### src/rtl/jogo_memoria_if.sv
// Button/LED bus of the sequence-memory game.
//   master : board/testbench side, drives start, mode and buttons
//   slave  : game controller side, drives result flags, LEDs and debug
// Signals:
//   i_iniciar   start/restart request
//   i_modo      0 = replay sequence before each round, 1 = no replay
//   i_botoes    synchronised button levels
//   o_acertou   game won
//   o_errou     wrong press
//   o_timeout   inactivity timeout
//   o_pronto    game finished by any cause
//   o_leds      LED drive
//   o_rodada    current round, 0-based
//   o_db_estado FSM state code
interface jogo_memoria_if #(
    parameter int N_BOTOES = 4,
    parameter int PROF     = 16
);
    logic                      i_iniciar;
    logic                      i_modo;
    logic [N_BOTOES-1:0]       i_botoes;
    logic                      o_acertou;
    logic                      o_errou;
    logic                      o_timeout;
    logic                      o_pronto;
    logic [N_BOTOES-1:0]       o_leds;
    logic [$clog2(PROF)-1:0]   o_rodada;
    logic [3:0]                o_db_estado;

    modport master (
        output i_iniciar, i_modo, i_botoes,
        input  o_acertou, o_errou, o_timeout, o_pronto, o_leds, o_rodada, o_db_estado
    );

    modport slave (
        input  i_iniciar, i_modo, i_botoes,
        output o_acertou, o_errou, o_timeout, o_pronto, o_leds, o_rodada, o_db_estado
    );
endinterface

### src/rtl/jogo_memoria_param.sv
// Parametrised sequence-memory game controller (Moore FSM).
// Each round appends one pseudo-random one-hot element to the target
// sequence; the player must re-enter the whole sequence. Optional LED
// replay before each round, ends on wrong press, timeout or PROF rounds won.
// Ports:
//   i_clock  single clock, rising edge
//   i_reset  synchronous, active-high
//   bus      jogo_memoria_if slave modport (inputs, flags, LEDs, debug)
module jogo_memoria_param #(
    parameter int         N_BOTOES       = 4,
    parameter int         PROF           = 16,
    parameter int         TIMEOUT_CICLOS = 5000,
    parameter int         SHOW_CICLOS    = 500,
    parameter logic [7:0] SEMENTE        = 8'h01
) (
    input  logic           i_clock,
    input  logic           i_reset,
    jogo_memoria_if.slave  bus
);
    localparam int BW = $clog2(N_BOTOES);
    localparam int RW = $clog2(PROF);
    localparam int TW = $clog2(TIMEOUT_CICLOS + 1);
    localparam int SW = $clog2(SHOW_CICLOS + 1);

    typedef enum logic [3:0] {
        INICIAL      = 4'h0,
        PREPARA      = 4'h1,
        MOSTRA_LED   = 4'h2,
        ESPERA       = 4'h3,
        REGISTRA     = 4'h4,
        COMPARA      = 4'h5,
        NOVA_RODADA  = 4'h6,
        MOSTRA_PAUSA = 4'h7,
        FIM_ACERTO   = 4'hA,
        FIM_TIMEOUT  = 4'hD,
        FIM_ERRO     = 4'hE
    } estado_t;

    estado_t             r_estado;
    logic [7:0]          r_lfsr;
    logic [N_BOTOES-1:0] r_mem [PROF];
    logic [RW-1:0]       r_rodada;
    logic [RW-1:0]       r_j;
    logic                r_modo;
    logic [N_BOTOES-1:0] r_jogada;
    logic [N_BOTOES-1:0] r_botoes_ant;
    logic [SW-1:0]       r_cnt_show;
    logic [TW-1:0]       r_cnt_to;

    logic [7:0]          w_lfsr_src;
    logic [7:0]          w_lfsr_nx;
    logic [N_BOTOES-1:0] w_elem;
    logic [RW-1:0]       w_idx_wr;
    logic                w_jogada;
    logic                w_show_fim;

    // PREPARA restarts from the seed so every game replays the same sequence.
    assign w_lfsr_src = (r_estado == PREPARA) ? SEMENTE : r_lfsr;
    assign w_lfsr_nx  = {w_lfsr_src[6:0], w_lfsr_src[7] ^ w_lfsr_src[5] ^ w_lfsr_src[4] ^ w_lfsr_src[3]};
    assign w_elem     = {{(N_BOTOES-1){1'b0}}, 1'b1} << w_lfsr_nx[BW-1:0];
    assign w_idx_wr   = (r_estado == PREPARA) ? '0 : r_rodada + RW'(1);
    // Rising edge of "any button": held buttons never count twice.
    assign w_jogada   = (bus.i_botoes != '0) && (r_botoes_ant == '0);
    assign w_show_fim = (r_cnt_show == SW'(SHOW_CICLOS - 1));

    // Sequence memory is never cleared; PREPARA rewrites entry 0 before use.
    always_ff @(posedge i_clock) begin
        if (!i_reset && (r_estado == PREPARA || r_estado == NOVA_RODADA))
            r_mem[w_idx_wr] <= w_elem;
    end

    always_ff @(posedge i_clock) begin
        if (i_reset) begin
            r_estado     <= INICIAL;
            r_lfsr       <= SEMENTE;
            r_rodada     <= '0;
            r_j          <= '0;
            r_modo       <= 1'b0;
            r_jogada     <= '0;
            r_botoes_ant <= '0;
            r_cnt_show   <= '0;
            r_cnt_to     <= '0;
        end else begin
            r_botoes_ant <= bus.i_botoes;
            // Counters run only in their own states and are zero on entry.
            r_cnt_show   <= '0;
            r_cnt_to     <= '0;
            case (r_estado)
                INICIAL: if (bus.i_iniciar) r_estado <= PREPARA;
                PREPARA: begin
                    r_lfsr   <= w_lfsr_nx;
                    r_rodada <= '0;
                    r_j      <= '0;
                    r_modo   <= bus.i_modo;
                    r_estado <= bus.i_modo ? ESPERA : MOSTRA_LED;
                end
                MOSTRA_LED: begin
                    if (w_show_fim) r_estado <= MOSTRA_PAUSA;
                    else            r_cnt_show <= r_cnt_show + SW'(1);
                end
                MOSTRA_PAUSA: begin
                    if (!w_show_fim) begin
                        r_cnt_show <= r_cnt_show + SW'(1);
                    end else if (r_j < r_rodada) begin
                        r_j      <= r_j + RW'(1);
                        r_estado <= MOSTRA_LED;
                    end else begin
                        r_j      <= '0;
                        r_estado <= ESPERA;
                    end
                end
                ESPERA: begin
                    if (w_jogada) begin
                        r_jogada <= bus.i_botoes;
                        r_estado <= REGISTRA;
                    end else if (r_cnt_to == TW'(TIMEOUT_CICLOS - 1)) begin
                        r_estado <= FIM_TIMEOUT;
                    end else begin
                        r_cnt_to <= r_cnt_to + TW'(1);
                    end
                end
                REGISTRA: r_estado <= COMPARA;
                COMPARA: begin
                    if (r_jogada != r_mem[r_j]) begin
                        r_estado <= FIM_ERRO;
                    end else if (r_j < r_rodada) begin
                        r_j      <= r_j + RW'(1);
                        r_estado <= ESPERA;
                    end else if (r_rodada == RW'(PROF - 1)) begin
                        r_estado <= FIM_ACERTO;
                    end else begin
                        r_estado <= NOVA_RODADA;
                    end
                end
                NOVA_RODADA: begin
                    r_lfsr   <= w_lfsr_nx;
                    r_rodada <= r_rodada + RW'(1);
                    r_j      <= '0;
                    r_estado <= r_modo ? ESPERA : MOSTRA_LED;
                end
                FIM_ACERTO, FIM_ERRO, FIM_TIMEOUT:
                    if (bus.i_iniciar) r_estado <= PREPARA;
                default: r_estado <= INICIAL;
            endcase
        end
    end

    // Moore output decode from registered state.
    always_comb begin
        bus.o_acertou   = 1'b0;
        bus.o_errou     = 1'b0;
        bus.o_timeout   = 1'b0;
        bus.o_pronto    = 1'b0;
        bus.o_leds      = '0;
        bus.o_rodada    = r_rodada;
        bus.o_db_estado = r_estado;
        case (r_estado)
            MOSTRA_LED: bus.o_leds = r_mem[r_j];
            ESPERA:     bus.o_leds = bus.i_botoes;
            FIM_ACERTO: begin
                bus.o_acertou = 1'b1;
                bus.o_pronto  = 1'b1;
                bus.o_leds    = '1;
            end
            FIM_ERRO: begin
                bus.o_errou  = 1'b1;
                bus.o_pronto = 1'b1;
                bus.o_leds   = r_mem[r_j];
            end
            FIM_TIMEOUT: begin
                bus.o_timeout = 1'b1;
                bus.o_pronto  = 1'b1;
            end
            default: ;
        endcase
    end
endmodule

### src/flat_wrapper.sv
// flat-port wrapper written by rule: the top's interface ports become plain ports
module jogo_memoria_param_flat 
#(
    parameter int         N_BOTOES       = 4,
    parameter int         PROF           = 16,
    parameter int         TIMEOUT_CICLOS = 5000,
    parameter int         SHOW_CICLOS    = 500,
    parameter logic [7:0] SEMENTE        = 8'h01
)
  (i_clock, i_reset, bus_i_iniciar, bus_i_modo, bus_i_botoes, bus_o_acertou, bus_o_errou, bus_o_timeout, bus_o_pronto, bus_o_leds, bus_o_rodada, bus_o_db_estado);
  jogo_memoria_if #(.N_BOTOES(N_BOTOES), .PROF(PROF)) bus_i ();
  input  logic i_clock;
  input  logic i_reset;
  input wire logic [$bits(bus_i.i_iniciar)-1:0] bus_i_iniciar;
  input wire logic [$bits(bus_i.i_modo)-1:0] bus_i_modo;
  input wire logic [$bits(bus_i.i_botoes)-1:0] bus_i_botoes;
  output wire logic [$bits(bus_i.o_acertou)-1:0] bus_o_acertou;
  output wire logic [$bits(bus_i.o_errou)-1:0] bus_o_errou;
  output wire logic [$bits(bus_i.o_timeout)-1:0] bus_o_timeout;
  output wire logic [$bits(bus_i.o_pronto)-1:0] bus_o_pronto;
  output wire logic [$bits(bus_i.o_leds)-1:0] bus_o_leds;
  output wire logic [$bits(bus_i.o_rodada)-1:0] bus_o_rodada;
  output wire logic [$bits(bus_i.o_db_estado)-1:0] bus_o_db_estado;
  assign bus_i.i_iniciar = bus_i_iniciar;
  assign bus_i.i_modo = bus_i_modo;
  assign bus_i.i_botoes = bus_i_botoes;
  assign bus_o_acertou = bus_i.o_acertou;
  assign bus_o_errou = bus_i.o_errou;
  assign bus_o_timeout = bus_i.o_timeout;
  assign bus_o_pronto = bus_i.o_pronto;
  assign bus_o_leds = bus_i.o_leds;
  assign bus_o_rodada = bus_i.o_rodada;
  assign bus_o_db_estado = bus_i.o_db_estado;
  jogo_memoria_param #(.N_BOTOES(N_BOTOES), .PROF(PROF), .TIMEOUT_CICLOS(TIMEOUT_CICLOS), .SHOW_CICLOS(SHOW_CICLOS), .SEMENTE(SEMENTE)) u_core (.i_clock(i_clock), .i_reset(i_reset), .bus(bus_i));
endmodule
### config.mk
export PLATFORM = sky130hd
export DESIGN_NAME = jogo_memoria_param_flat
export DESIGN_NICKNAME = d
export VERILOG_FILES = /design/src/rtl/jogo_memoria_if.sv /design/src/rtl/jogo_memoria_param.sv /design/src/flat_wrapper.sv
export SDC_FILE = /design/constraint.sdc
export NUM_CORES = 1
export LEC_CHECK = 0
export ABC_AREA = 1
export CORE_MARGIN = 3
export CORE_UTILIZATION = 45
export DETAILED_ROUTE_END_ITERATION = 12
export PLACE_DENSITY = 0.62
export SYNTH_ARGS = -nofsm -noshare
export SYNTH_HDL_FRONTEND = slang
export SYNTH_SLANG_ARGS = --single-unit
### constraint.sdc
create_clock -name i_clock -period 2.13 [get_ports i_clock]
set_input_delay 0.426 -clock i_clock [delete_from_list [all_inputs] [get_ports i_clock]]
set_output_delay 0.426 -clock i_clock [all_outputs]
set_load 0.02 [all_outputs]
==> results.sh, run 1 <==
export IMPL_status="finished, violations left"
export IMPL_violations="setup timing"
export IMPL_path_cells="buf_12 -> inv_8 -> o21ai_1 -> nand3_2 -> nand3_4 -> nand2_4 -> a21oi_4 -> o21ai_2 -> buf_4"
export IMPL_netlist_area_mm2=0.00554
export IMPL_switchingPower_mw=3.09
export IMPL_grt_pass1_wl_mm=22.0
export IMPL_finClkSkew_ns=0.0149
export IMPL_fin_nets=770
export IMPL_max_slew_margin_pct=70.1
export IMPL_synth_cells=663
export IMPL_power_mw=8.79
export IMPL_io_buffer_count=23
export IMPL_via_per_inst=5.19
export IMPL_seq_area_frac_synth_pct=54.6
export IMPL_final_area_mm2=0.00742
export IMPL_cts_buffers_inserted=17
export IMPL_seq_area_mm2=0.00303
export IMPL_critPathLaunchType="register"
export IMPL_insertion_delay_ns=0.42
export IMPL_diodes=0
export IMPL_cts_reportedPaths_clkPinSlew_ns=0.06
export IMPL_wl_per_cell_um=15.2
export IMPL_synth_fp_nets=678
export IMPL_cts_tree="yes"
export IMPL_grt_overflow=0
export IMPL_fmax_mhz=425
export IMPL_dp_cells=866
export IMPL_worst_slack_ns=-0.223
export IMPL_fin_tns_setup_ns=-0.731
export IMPL_synth_warnings=0
export IMPL_leakage_nw=3.04
export IMPL_firstDrtPassIters=5
export IMPL_antenna_found_initial=0
export IMPL_swShare_pct=35.1
export IMPL_layout_min_cycle_time_ns=2.35
export IMPL_drtAntennaViolNets=0
export IMPL_tightestPinTransition_ns=0.446
export IMPL_setup_viol=4
export IMPL_max_cap_violations=0
export IMPL_cts_sinks=119
export IMPL_path_max_fanout=15
export IMPL_worstSetupPathType="reg -> out"
export IMPL_crit_path_end_kind="output port"
export IMPL_drv_slew=0
export IMPL_hold_class="reg -> reg"
export IMPL_peakVddDrop_uv=531
export IMPL_grt_pass1_vias=4537
export IMPL_fill_cells=950
export IMPL_fin_cells=911
export IMPL_syn_avg_cell_area_um2=8.36
export IMPL_initial_utilization_pct=47.3
export IMPL_whs_ns=0.474
export IMPL_drcViolationCount=0
export IMPL_required_ns=1.70
export IMPL_postPlaceCellArea_mm2=0.00626
export IMPL_hpwlAfterDp_mm=9.26
export IMPL_ys_types=31
export IMPL_slowest_delay_ns=0.40
export IMPL_finalCritPeriodShare_pct=110
export IMPL_ioPinCount=24
export IMPL_synth_edf_count=64
export IMPL_die_w_um=117
export IMPL_die_height_um=117
export IMPL_p_int_mw=5.70
export IMPL_grt_max_degree=24
export IMPL_synth_ff_type="edfxtp_1"
export IMPL_cpMaxStageDelayCell="dfxtp_4"
export IMPL_place_gp_congestion=0.899
export IMPL_drive_gt1_share_pct=26.3
export IMPL_cts_hold_buf=0
export IMPL_hold_viol=0
export IMPL_core_mm2=0.0117
export IMPL_cts_buffer_depth=2
export IMPL_multi_input_area_mm2=0.00243
export IMPL_dieArea_mm2=0.0137
export IMPL_ys_ff_latch=119
export IMPL_area_growth_pct=33.9
export IMPL_drt_iter0_drc=305
export IMPL_p_seq_share_pct=31.3
export IMPL_vias=4732
export IMPL_combPwrFrac_pct=35.8
export IMPL_rsz0062_at_grt="true"
export IMPL_gr_usage_all_layers_pct=21.0
export IMPL_htree_levels=4
export IMPL_power_density_mw_per_mm2=1180
export IMPL_wirelength_mm=13.8
export IMPL_p_clk_share_pct=33.0
export IMPL_root_buffer="clkbuf_16"
export IMPL_arrival_ns=1.93
export IMPL_synthArstFlopShare_pct=0
export IMPL_std_cell_rows=39
[registers in the layout, indices dropped and copies added (netlist names), named ones only]
name	cells
u_core.r_modo	1
u_core.bus.o_db_estado	4
u_core.r_botoes_ant	4
u_core.r_mem	64
u_core.r_cnt_to	13
u_core.r_jogada	4
u_core.bus.o_rodada	4
u_core.r_lfsr	8
u_core.r_cnt_show	9
u_core.r_j	4
[placed cells by master (no fill, tap or decap), drive strengths merged]
cell type      netlist  routed
nor2                84      84
o211ai               4       4
buf                 11      69
nand3               71      71
a211oi               2       2
clkbuf               4      25
nand2              177     177
dfxtp               55      55
nand4                8       8
a31oi                1       1
dlygate4sd2          0       1
xor2                 6       6
ha                   7       7
nor4                 3       3
clkdlybuf4s50        0      15
o31ai                5       5
xnor2                7       7
nor3b                4       4
edfxtp              64      64
o21ai               17      17
clkinv               0       6
nor3                 6       6
a21oi               27      27
o21bai               1       1
inv                 98     102
or2                  1       1
[cell type report]
cell class / instances / area share, %
timing repair buffer: 87 / 10.2
multi-input combinational: 431 / 32.8
clock inverter: 9 / 0.978
timing repair inverter: 1 / 0.152
clock buffer: 23 / 7.45
sequential: 119 / 40.8
tap: 143 / 2.41
inverter: 98 / 5.18
[per-stage QoR]
stage                     worst slack (ns)  util, %
after global routing                -0.316     63.4
after detailed placement            -0.263     53.4
after floorplan                      0.115        -
after global placement              -0.244     53.4
final                               -0.223     63.4
after CTS                           -0.181     60.1
[routing by layer]
metal  vias to the layer above  track usage (%)  share of wire (%)
met4                         0             8.26                2.8
met1                      2201             26.7                 43
met2                       156             35.0                 49
li1                       2344                -                  -
met5                         -                0                  0
met3                        31             4.68                5.0
[power groups by stage]
stage	Combinational [mW]	Sequential [mW]	Clock [mW]
2_1_floorplan	1.58	2.79	0
3_3_place_gp	2.34	2.77	0
3_5_place_dp	2.35	2.77	0
4_1_cts	2.61	2.75	2.94
5_1_grt	3.43	2.76	3.04
6_report	3.15	2.75	2.90
[cells by family (layout without fill, tap and decap cells)]
family                     count (synthesis)  after routing  synth area share (%)
DFF                                      119            119                  54.6
and+or+nand+nor                          354            354                  27.4
adders and majority gates                  7              7                  1.58
AOI/OAI and AO/OA                         57             57                  5.71
buffers and inverters                    113            218                  8.65
xor gates and xnor gates                  13             13                  2.06
[worst max-delay path: cells and delay by family (launching register included)]
family	cells	cell delay, ns
flip-flops	1	0.40
buffers and inverters	3	0.36
AND/OR/NAND/NOR	3	0.34
AO/OA/AOI/OAI	3	0.41
[synthesized netlist by cell type (all sizes together) (2+ instances only)]
library cell	count	area (um^2)
a21oi	27	135
o31ai	5	37.5
xnor2	7	61.3
o21ai	17	85.1
buf	11	93.8
ha	7	87.6
nor2	84	350
nand4	8	50.1
nand2	177	679
nor3	6	30.0
a211oi	2	15.0
nor3b	4	30.0
dfxtp	55	1100
o211ai	4	30.0
nor4	3	18.8
clkbuf	4	15.0
xor2	6	52.6
edfxtp	64	1920
nand3	71	355
inv	98	370
[final timing paths]
check | start | to | slack, ns | cells past startpoint
worst max-delay path | register | bus_o_leds[2] | -0.22 | 9
worst min-delay path | u_core.r_lfsr[2]$_SDFFE_PP0P_ | u_core.r_lfsr[2]$_SDFFE_PP0P_ | 0.47 | 2
worst max register to register | register | u_core.r_j[0]$_SDFFE_PP0P_ | 0.03 | 18
worst min register to register | u_core.r_lfsr[2]$_SDFFE_PP0P_ | u_core.r_lfsr[2]$_SDFFE_PP0P_ | 0.47 | 2
[repair_timing]
action,in CTS,in global routing
pin swaps,5,40
endpoints found under the setup margin,8,40
cloned,2,0
gates resized for setup,62,93
buffers inserted,2,11
endpoints found under the hold margin,0,0
No activity file was read; power rests on OpenSTA's default activity.
==> run 2, diff against run 1 <==
CORE_UTILIZATION = 55   (was 45)
PLACE_DENSITY = 0.73   (was 0.62)
==> run 2 against run 1 <==
Against the previous run: the run still ends with setup timing left; final cell count is 2.1% lower; routed wire length is 6.0% lower; total power is 7.0% lower; combinational power is 19% lower; core utilization is 8.1 points higher; critical path type unchanged; critical endpoint is now bus_o_leds[3]; largest cell class unchanged.
==> results.sh, run 2 (same netlist as run 1, synthesis figures left out) <==
export IMPL_pre_cts_slack_ns=-0.275
export IMPL_worstSetupPathType="reg -> out"
export IMPL_place_gp_congestion=0.937
export IMPL_diodes=0
export IMPL_cts_buffer_depth=2
export IMPL_reg_top3="u_core.r_mem: 64 flops, u_core.r_cnt_to: 13 flops, u_core.r_cnt_show: 9 flops"
export IMPL_dp_cells=860
export IMPL_drv_slew=0
export IMPL_cpMaxStageDelayCell="dfxtp_4"
export IMPL_grt_pass1_vias=4637
export IMPL_fin_tns_setup_ns=-0.849
export IMPL_hold_viol=0
export IMPL_grt_pass1_wl_mm=21.8
export IMPL_arrival_ns=1.92
export IMPL_ioPinCount=24
export IMPL_wl_per_cell_um=14.5
export IMPL_io_buffer_count=23
export IMPL_finalCoreUtilization_pct=71.4
export IMPL_initial_utilization_pct=56.7
export IMPL_status="finished, violations left"
export IMPL_path_cells="buf_12 -> nand2_1 -> nand2_1 -> nand2_1 -> nand3_1 -> nand3_1 -> nand2_1 -> a21oi_1 -> o21ai_1 -> buf_2"
export IMPL_dr_wl_met2_mm=6.43
export IMPL_postPlaceCellArea_mm2=0.00627
export IMPL_crit_path_end_kind="output port"
export IMPL_top_register="u_core.r_mem"
export IMPL_root_buffer="clkbuf_8"
export IMPL_cts_sinks=119
export IMPL_final_common_cell="nand2_1"
export IMPL_core_mm2=0.00977
export IMPL_via_per_inst=5.29
export IMPL_drcViolationCount=0
export IMPL_layout_min_cycle_time_ns=2.35
export IMPL_firstDrtPassIters=7
export IMPL_routedLengthMet1_mm=5.50
export IMPL_std_cell_rows=36
export IMPL_max_cap_violations=0
export IMPL_tightestPinTransition_ns=0.745
export IMPL_worst_slack_ns=-0.218
export IMPL_wirelength_mm=13.0
export IMPL_fill_cells=753
export IMPL_path_max_fanout=22
export IMPL_rsz0062_at_grt="true"
export IMPL_power_density_mw_per_mm2=1170
export IMPL_dieArea_mm2=0.0113
export IMPL_vias=4722
export IMPL_required_ns=1.70
export IMPL_final_area_mm2=0.00698
export IMPL_finalCritPeriodShare_pct=110
export IMPL_htree_levels=4
export IMPL_antenna_found_initial=0
export IMPL_gr_usage_all_layers_pct=24.8
export IMPL_slowest_delay_ns=0.40
export IMPL_leakage_nw=2.88
export IMPL_die_w_um=106
export IMPL_cts_tree="yes"
export IMPL_cpMostUsedCell="nand2_1"
export IMPL_drive_gt1_share_pct=18.6
export IMPL_largest_register_ffs=64
export IMPL_seq_area_mm2=0.00303
export IMPL_grt_max_degree=32
export IMPL_power_mw=8.17
export IMPL_multi_input_area_mm2=0.00217
export IMPL_whs_ns=0.465
export IMPL_finClkSkew_ns=0.00907
export IMPL_max_slew_margin_pct=50.3
export IMPL_peakVddDrop_uv=669
export IMPL_highest_layer="met4"
export IMPL_drtAntennaViolNets=0
export IMPL_setup_viol=4
export IMPL_cts_reportedPaths_clkPinSlew_ns=0.06
export IMPL_area_growth_pct=26.0
export IMPL_critPathLaunchType="register"
export IMPL_hold_class="reg -> reg"
export IMPL_wl_met3_um=702
export IMPL_final_cell_mix="nand2_1 (171), inv_1 (92), nor2_1 (66)"
export IMPL_die_height_um=106
export IMPL_cts_hold_buf=0
export IMPL_insertion_delay_ns=0.52
export IMPL_fin_cells=892
export IMPL_fin_nets=761
export IMPL_cts_buffers_inserted=17
export IMPL_drt_iter0_drc=233
export IMPL_fmax_mhz=426
export IMPL_grt_overflow=0
export IMPL_violations="setup timing"
export IMPL_hpwlAfterDp_mm=8.93
[run 2: metal layers]
metal | vias up | track usage, %
li1 | 2322 | -
met1 | 2224 | 30.1
met2 | 148 | 42.5
met3 | 28 | 6.13
met4 | 0 | 9.53
met5 | - | 0
[run 2: final timing paths]
check	startpoint	to	slack, ns	cells past startpoint
setup reg to reg	u_core.bus.o_db_estado[2]$_SDFFE_PP0P_	u_core.r_mem[12][3]$_DFFE_PP_	0.09	10
hold reg to reg	u_core.r_modo$_SDFFE_PP0P_	u_core.r_modo$_SDFFE_PP0P_	0.46	2
setup / recovery	register	bus_o_leds[3]	-0.22	10
hold / removal	u_core.r_modo$_SDFFE_PP0P_	u_core.r_modo$_SDFFE_PP0P_	0.46	2
[run 2: layout make-up]
cell class / count / share of cell area [%]
clock buffers: 18 / 5.99
clock inverters: 14 / 2.62
inverters: 98 / 5.38
multi-input cells: 431 / 31.1
flip-flops and latches: 119 / 43.4
well taps: 133 / 2.38
repair buffers: 79 / 9.16
[run 2: what timing repair did]
item / CTS / global route
buffers inserted: 0 / 0
pin swaps: 3 / 1
gates cloned: 0 / 0
setup endpoints to repair: 100 / 86
resized for setup: 53 / 26
[run 2: power breakdown]
part           leakage (nW)  internal [mW]  switching, mW
sequential             1.03           2.65          0.102
combinational          1.57          0.930           1.61
clock                 0.284           1.88          0.997
total                  2.88           5.46           2.70
[run 2: worst max-delay path: cells and delay by family (launching register included)]
kind | cells | cell delay (ns)
flops | 1 | 0.40
compound gates | 2 | 0.16
buf+inv | 2 | 0.34
simple gates | 6 | 0.52
